==> src/rtl/acc_pkg.sv <==
// Shared accelerator definitions: controller state codes and default memory map.
package acc_pkg;

    localparam int STATE_W    = 3;
    localparam int NUM_STATES = 7;

    // Controller state codes; code 7 is never issued by a healthy controller.
    localparam logic [STATE_W-1:0] IDLE       = 3'd0;
    localparam logic [STATE_W-1:0] GET_PARAM  = 3'd1;
    localparam logic [STATE_W-1:0] GET_DATA   = 3'd2;
    localparam logic [STATE_W-1:0] EX         = 3'd3;
    localparam logic [STATE_W-1:0] WRIT_PRE   = 3'd4;
    localparam logic [STATE_W-1:0] WRITE_BACK = 3'd5;
    localparam logic [STATE_W-1:0] DONE       = 3'd6;

    // Default base addresses of the parameter, input and result tables.
    localparam logic [15:0] PARAM_BASE_DEF = 16'h0000;
    localparam logic [15:0] DATA_BASE_DEF  = 16'h1000;
    localparam logic [15:0] WB_BASE_DEF    = 16'h2000;

endpackage

==> src/rtl/state_entry_decode.sv <==
// Remembers the previous controller state and flags the cycle in which each
// state is first presented, as a one-hot vector indexed by state code.
module state_entry_decode
    import acc_pkg::*;
(
    input  logic                  clk,
    input  logic                  rst_n,
    input  logic [STATE_W-1:0]    state,
    output logic [STATE_W-1:0]    state_q,
    output logic [NUM_STATES-1:0] enter_oh
);

    logic [STATE_W-1:0] state_d;
    logic               enter_s;

    // Next previous-state is simply the state seen this cycle.
    always_comb begin
        state_d = state;
    end

    // Previous-state register; reset lands in IDLE so the first GET_PARAM is an entry.
    always_ff @(posedge clk or negedge rst_n) begin
        if (!rst_n) begin
            state_q <= IDLE;
        end else begin
            state_q <= state_d;
        end
    end

    // One-hot entry pulses; the illegal code 7 has no slot and so never pulses.
    always_comb begin
        enter_oh = {NUM_STATES{1'b0}};
        enter_s  = (state != state_q);
        for (int i = 0; i < NUM_STATES; i++) begin
            if (enter_s && (state == STATE_W'(i))) begin
                enter_oh[i] = 1'b1;
            end else begin
                enter_oh[i] = 1'b0;
            end
        end
    end

endmodule

==> src/rtl/step_responder.sv <==
// Execution-side responder: per-state memory strobes with iteration-indexed
// addresses, iteration counting and the finish handshake back to the controller.
module step_responder
    import acc_pkg::*;
#(
    parameter int                 ADDR_W     = 16,
    parameter int                 CNT_W      = 16,
    parameter logic [ADDR_W-1:0]  PARAM_BASE = ADDR_W'(PARAM_BASE_DEF),
    parameter logic [ADDR_W-1:0]  DATA_BASE  = ADDR_W'(DATA_BASE_DEF),
    parameter logic [ADDR_W-1:0]  WB_BASE    = ADDR_W'(WB_BASE_DEF)
) (
    input  logic                clk,
    input  logic                rst_n,
    input  logic [STATE_W-1:0]  state,
    input  logic [CNT_W-1:0]    num_items,
    input  logic                ex_stop,
    output logic                param_rd_en,
    output logic [ADDR_W-1:0]   param_addr,
    output logic                data_rd_en,
    output logic [ADDR_W-1:0]   data_addr,
    output logic                wb_wr_en,
    output logic [ADDR_W-1:0]   wb_addr,
    output logic [CNT_W-1:0]    iter_cnt,
    output logic                finish
);

    logic [STATE_W-1:0]    state_q;
    logic [NUM_STATES-1:0] enter_oh_s;

    logic [CNT_W-1:0] limit_q,     limit_d;
    logic [CNT_W-1:0] iter_cnt_q,  iter_cnt_d;
    logic             stop_pend_q, stop_pend_d;
    logic             finish_q,    finish_d;

    logic             run_start_s;
    logic             wb_edge_s;
    logic [CNT_W:0]   iter_inc_s;
    logic             unused_entry_s;

    state_entry_decode u_state_entry_decode (
        .clk      (clk),
        .rst_n    (rst_n),
        .state    (state),
        .state_q  (state_q),
        .enter_oh (enter_oh_s)
    );

    // Entries that carry no action here are folded away explicitly.
    assign unused_entry_s = ^{enter_oh_s[IDLE], enter_oh_s[EX],
                              enter_oh_s[WRIT_PRE], enter_oh_s[DONE]};

    // Zero-latency strobes; once finish is up no further accesses are issued.
    assign param_rd_en = enter_oh_s[GET_PARAM]  & ~finish_q;
    assign data_rd_en  = enter_oh_s[GET_DATA]   & ~finish_q;
    assign wb_wr_en    = enter_oh_s[WRITE_BACK] & ~finish_q;

    // Addresses wrap modulo 2^ADDR_W by truncation.
    assign param_addr = PARAM_BASE + ADDR_W'(iter_cnt_q);
    assign data_addr  = DATA_BASE  + ADDR_W'(iter_cnt_q);
    assign wb_addr    = WB_BASE    + ADDR_W'(iter_cnt_q);

    assign iter_cnt = iter_cnt_q;
    assign finish   = finish_q;

    assign run_start_s = (state_q == IDLE) && (state == GET_PARAM);
    assign wb_edge_s   = wb_wr_en;
    // Widened increment so the limit compare cannot alias on overflow.
    assign iter_inc_s  = {1'b0, iter_cnt_q} + {{CNT_W{1'b0}}, 1'b1};

    // Run bookkeeping: start-of-run load, early-stop capture, per-iteration count and finish.
    always_comb begin
        limit_d     = limit_q;
        iter_cnt_d  = iter_cnt_q;
        stop_pend_d = stop_pend_q;
        finish_d    = finish_q;
        if (state == IDLE) begin
            iter_cnt_d  = {CNT_W{1'b0}};
            stop_pend_d = 1'b0;
            finish_d    = 1'b0;
        end else if (run_start_s) begin
            limit_d     = num_items;
            iter_cnt_d  = {CNT_W{1'b0}};
            stop_pend_d = 1'b0;
            finish_d    = (num_items == {CNT_W{1'b0}});
        end else if (wb_edge_s) begin
            if (iter_cnt_q == {CNT_W{1'b1}}) begin
                iter_cnt_d = iter_cnt_q;
            end else begin
                iter_cnt_d = iter_inc_s[CNT_W-1:0];
            end
            finish_d = (iter_inc_s == {1'b0, limit_q}) || stop_pend_q;
        end else if ((state == EX) && ex_stop) begin
            stop_pend_d = 1'b1;
        end else begin
            stop_pend_d = stop_pend_q;
        end
    end

    // Run state registers; asynchronous reset abandons any partial iteration.
    always_ff @(posedge clk or negedge rst_n) begin
        if (!rst_n) begin
            limit_q     <= {CNT_W{1'b0}};
            iter_cnt_q  <= {CNT_W{1'b0}};
            stop_pend_q <= 1'b0;
            finish_q    <= 1'b0;
        end else begin
            limit_q     <= limit_d;
            iter_cnt_q  <= iter_cnt_d;
            stop_pend_q <= stop_pend_d;
            finish_q    <= finish_d;
        end
    end

endmodule

==> config.mk <==
export PLATFORM = sky130hd
export DESIGN_NAME = step_responder
export DESIGN_NICKNAME = d
export VERILOG_FILES = /design/src/rtl/acc_pkg.sv /design/src/rtl/state_entry_decode.sv /design/src/rtl/step_responder.sv
export SDC_FILE = /design/constraint.sdc
export NUM_CORES = 1
export LEC_CHECK = 0
export ABC_AREA = 1
export BUFFER_PORTS_ARGS = -buffer_cell sky130_fd_sc_hd__buf_2
export CAP_MARGIN = 20
export CORE_MARGIN = 10
export CORE_UTILIZATION = 50
export CTS_BUF_LIST = sky130_fd_sc_hd__clkbuf_8
export CTS_CLUSTER_SIZE = 28
export DETAILED_ROUTE_END_ITERATION = 10
export PLACE_DENSITY_LB_ADDON = 0.12
export REMOVE_ABC_BUFFERS = 1
export SLEW_MARGIN = 20
export SYNTH_ARGS = -nofsm -noshare
export SYNTH_HDL_FRONTEND = slang
export SYNTH_HIERARCHICAL = 1
export SYNTH_SLANG_ARGS = --single-unit
==> constraint.sdc <==
create_clock -name clk -period 2.08 [get_ports clk]
set_clock_uncertainty 0.2 [all_clocks]
set_input_delay 0.104 -clock clk [delete_from_list [all_inputs] [get_ports clk]]
set_output_delay 0.104 -clock clk [all_outputs]
set_load 0.005 [all_outputs]
==> flow_metrics.tcl <==
set metrics [dict create \
    outcome "finished clean" \
    grt_pass1_wl_um 12550 \
    n_antenna_cell 0 \
    cpMaxStageDelayCell "dfrtp_1" \
    clk_latency_ps 290 \
    leakagePower_nw 1.844 \
    fmax_mhz 489.2 \
    rr_endpoint "finish$_DFFE_PN0P_" \
    overflow 0 \
    min_to "stop_pend_q$_DFFE_PN0P_" \
    cts_tree "yes" \
    clockBufferDepth 2 \
    fin_ws_ps 35.90 \
    dieArea_um2 8532 \
    r2r_slack_ps 40 \
    htreeDepth 2 \
    path_buf_inv 2 \
    rows 26 \
    fp.dieH_um 92.37 \
    coreArea_um2 5107 \
    maxSlewViolCount 0 \
    critPathMostFrequentCell "nand2_1" \
    drive_gt1_frac 0.3145 \
    vdd_drop_max_v 0.0005532 \
    drc 0 \
    io_pins 90 \
    rsz0062_at_grt "yes" \
    min_path_cells 5 \
    power_density_nw_per_um2 561.5 \
    stdcell_count 547 \
    setup_viol 0 \
    wire_per_inst_um 13.95 \
    numCtsBuffers 5 \
    die_x_um 92.37 \
    drt_iter0_drc 113 \
    critPathMaxStageDelay_ps 430 \
    vias_per_cell 4.916 \
    dr.pass1.iters 4 \
    min_period_ps 2044 \
    grt_pass1_vias 2689 \
    dp_cells 512 \
    slew_headroom 0.6783 \
    antenna_left 0 \
    worst_pin_slew_ps 478.2 \
    syn_inst 382 \
    vias 2689 \
    path_max_fanout 6 \
    crit_family "simple AND/OR/NAND/NOR gates" \
    io_buffers 89 \
    clk_pin_slew_worst_paths_ps 70 \
    cts.sinks 37 \
    clockRootBuffer "clkbuf_8" \
    cp-end-kind "register" \
    grt.total_usage 0.1790 \
    hold_start "state[1]" \
    synth_area_per_cell_um2 6.855 \
    initial_utilization 0.5127 \
    antenna_found_initial 0 \
    globalplace.congestion 0.9448 \
    hpwlAfterDp_um 5751 \
    pre_cts_slack_ps -8.575 \
    grt_max_degree 38 \
    rr_worst_depth 13 \
    drt_wl_total_um 7628 \
    required_ps 2110 \
    finalCritPeriodShare 0.9827 \
    netlist_area_um2 2619 \
    final_hold_viol_count 0 \
    p_total_w 0.001889 \
    hp-class "primary input to register" \
    ys_warn_count 6 \
    num-fill-cells 453 \
    startpoint_type "register" \
    cp.depth 13 \
    crit_type "register to register" \
    max_cap_violations 0 \
    cp.arrival_ps 2080 \
    crit_chain "buf_6 > clkinvlp_4 > nor2_4 > nand3_1 > xor2_2 > nor2_1 > nor2_1 > nand2_1 > nor2_2 > nand2_1 > nand2_1 > nand2_1 > nand2_1" \
    fin_nets 501 \
    r2r_start "iter_cnt[0]$_DFFE_PN0P_" \
    area_growth_pct 28.43 \
]
-- through the flow --
step                      setup TNS (ps)  utilization  cell area, µm²  hold slack (ps)
final                                  0       0.6585            3363            8.681
after global routing              -211.8       0.6585            3363            31.04
after CTS                              0       0.6426            3282            6.948
after detailed placement          -8.575       0.5796            2960           -111.2
after global placement                 0       0.5796            2960           -111.7
after floorplan                   -55.24            -            2287           -391.6
-- per-layer routing --
metal | GRT usage | up-vias | share of wire | routed length [µm]
met5 | 0 | - | 0 | 0
met4 | 0.05656 | 0 | 0.013 | 98
met3 | 0.06780 | 10 | 0.098 | 748
met2 | 0.3147 | 101 | 0.49 | 3713
met1 | 0.1946 | 1231 | 0.40 | 3067
li1 | - | 1347 | - | -
-- cell type report --
cell class	instances	area, µm²	share of cell area
multi-input combinational	246	1214	0.3609
timing repair buffer	133	844.6	0.2511
inverter	53	203.9	0.06064
sequential	37	933.4	0.2775
clock buffer	5	68.82	0.02046
tap	70	87.58	0.02604
clock inverter	3	11.26	0.003348
-- where the power goes --
group          switching [W]  internal, W
logic               0.000286     0.000249
registers          0.0000666     0.000807
clock network       0.000256     0.000224
-- flip-flops by register name (all words and copies together), names as in the netlist --
register,flops
u_state_entry_decode/state_q,3
stop_pend_q,1
limit_q,16
finish,1
iter_cnt,16
-- worst min-delay path: stages --
cell     delay [ps]
buf_2           140
nand2_1          60
nor2_1           40
nand3_1          70
a21oi_1          60
-- worst max path at each step --
stage	slack, ps	endpoint	start
detailed placement	-9	finish$_DFFE_PN0P_	iter_cnt[13]$_DFFE_PN0P_
global route	-100	finish$_DFFE_PN0P_	iter_cnt[0]$_DFFE_PN0P_
global placement	3	finish$_DFFE_PN0P_	iter_cnt[13]$_DFFE_PN0P_
finish	40	finish$_DFFE_PN0P_	iter_cnt[0]$_DFFE_PN0P_
floorplan	-10	iter_cnt[0]$_DFFE_PN0P_	iter_cnt[0]$_DFFE_PN0P_
CTS	2	finish$_DFFE_PN0P_	iter_cnt[8]$_DFFE_PN0P_
-- cells in the final DEF (no fill, tap or decap), types with 4 or more instances in the layout --
cell	count
nor2_2	7
dfrtp_2	6
clkbuf_8	5
nand2_1	113
buf_4	21
nand3_1	30
buf_2	89
dlygate4sd3_1	21
nand4_1	7
inv_1	51
nor2_1	27
dfrtp_1	31
xor2_1	4
nand2_2	7
o22ai_1	11
o21ai_0	19
-- repair_timing --
action / 4_1_cts / 5_1_grt
endpoints found under the hold margin: 57 / 0
buffers inserted: 1 / 5
resized for setup: 5 / 17
hold buffers: 21 / 0
pin swaps: 3 / 6
endpoints found under the setup margin: 1 / 14
Note: power is estimated with default switching activity, not from simulation.
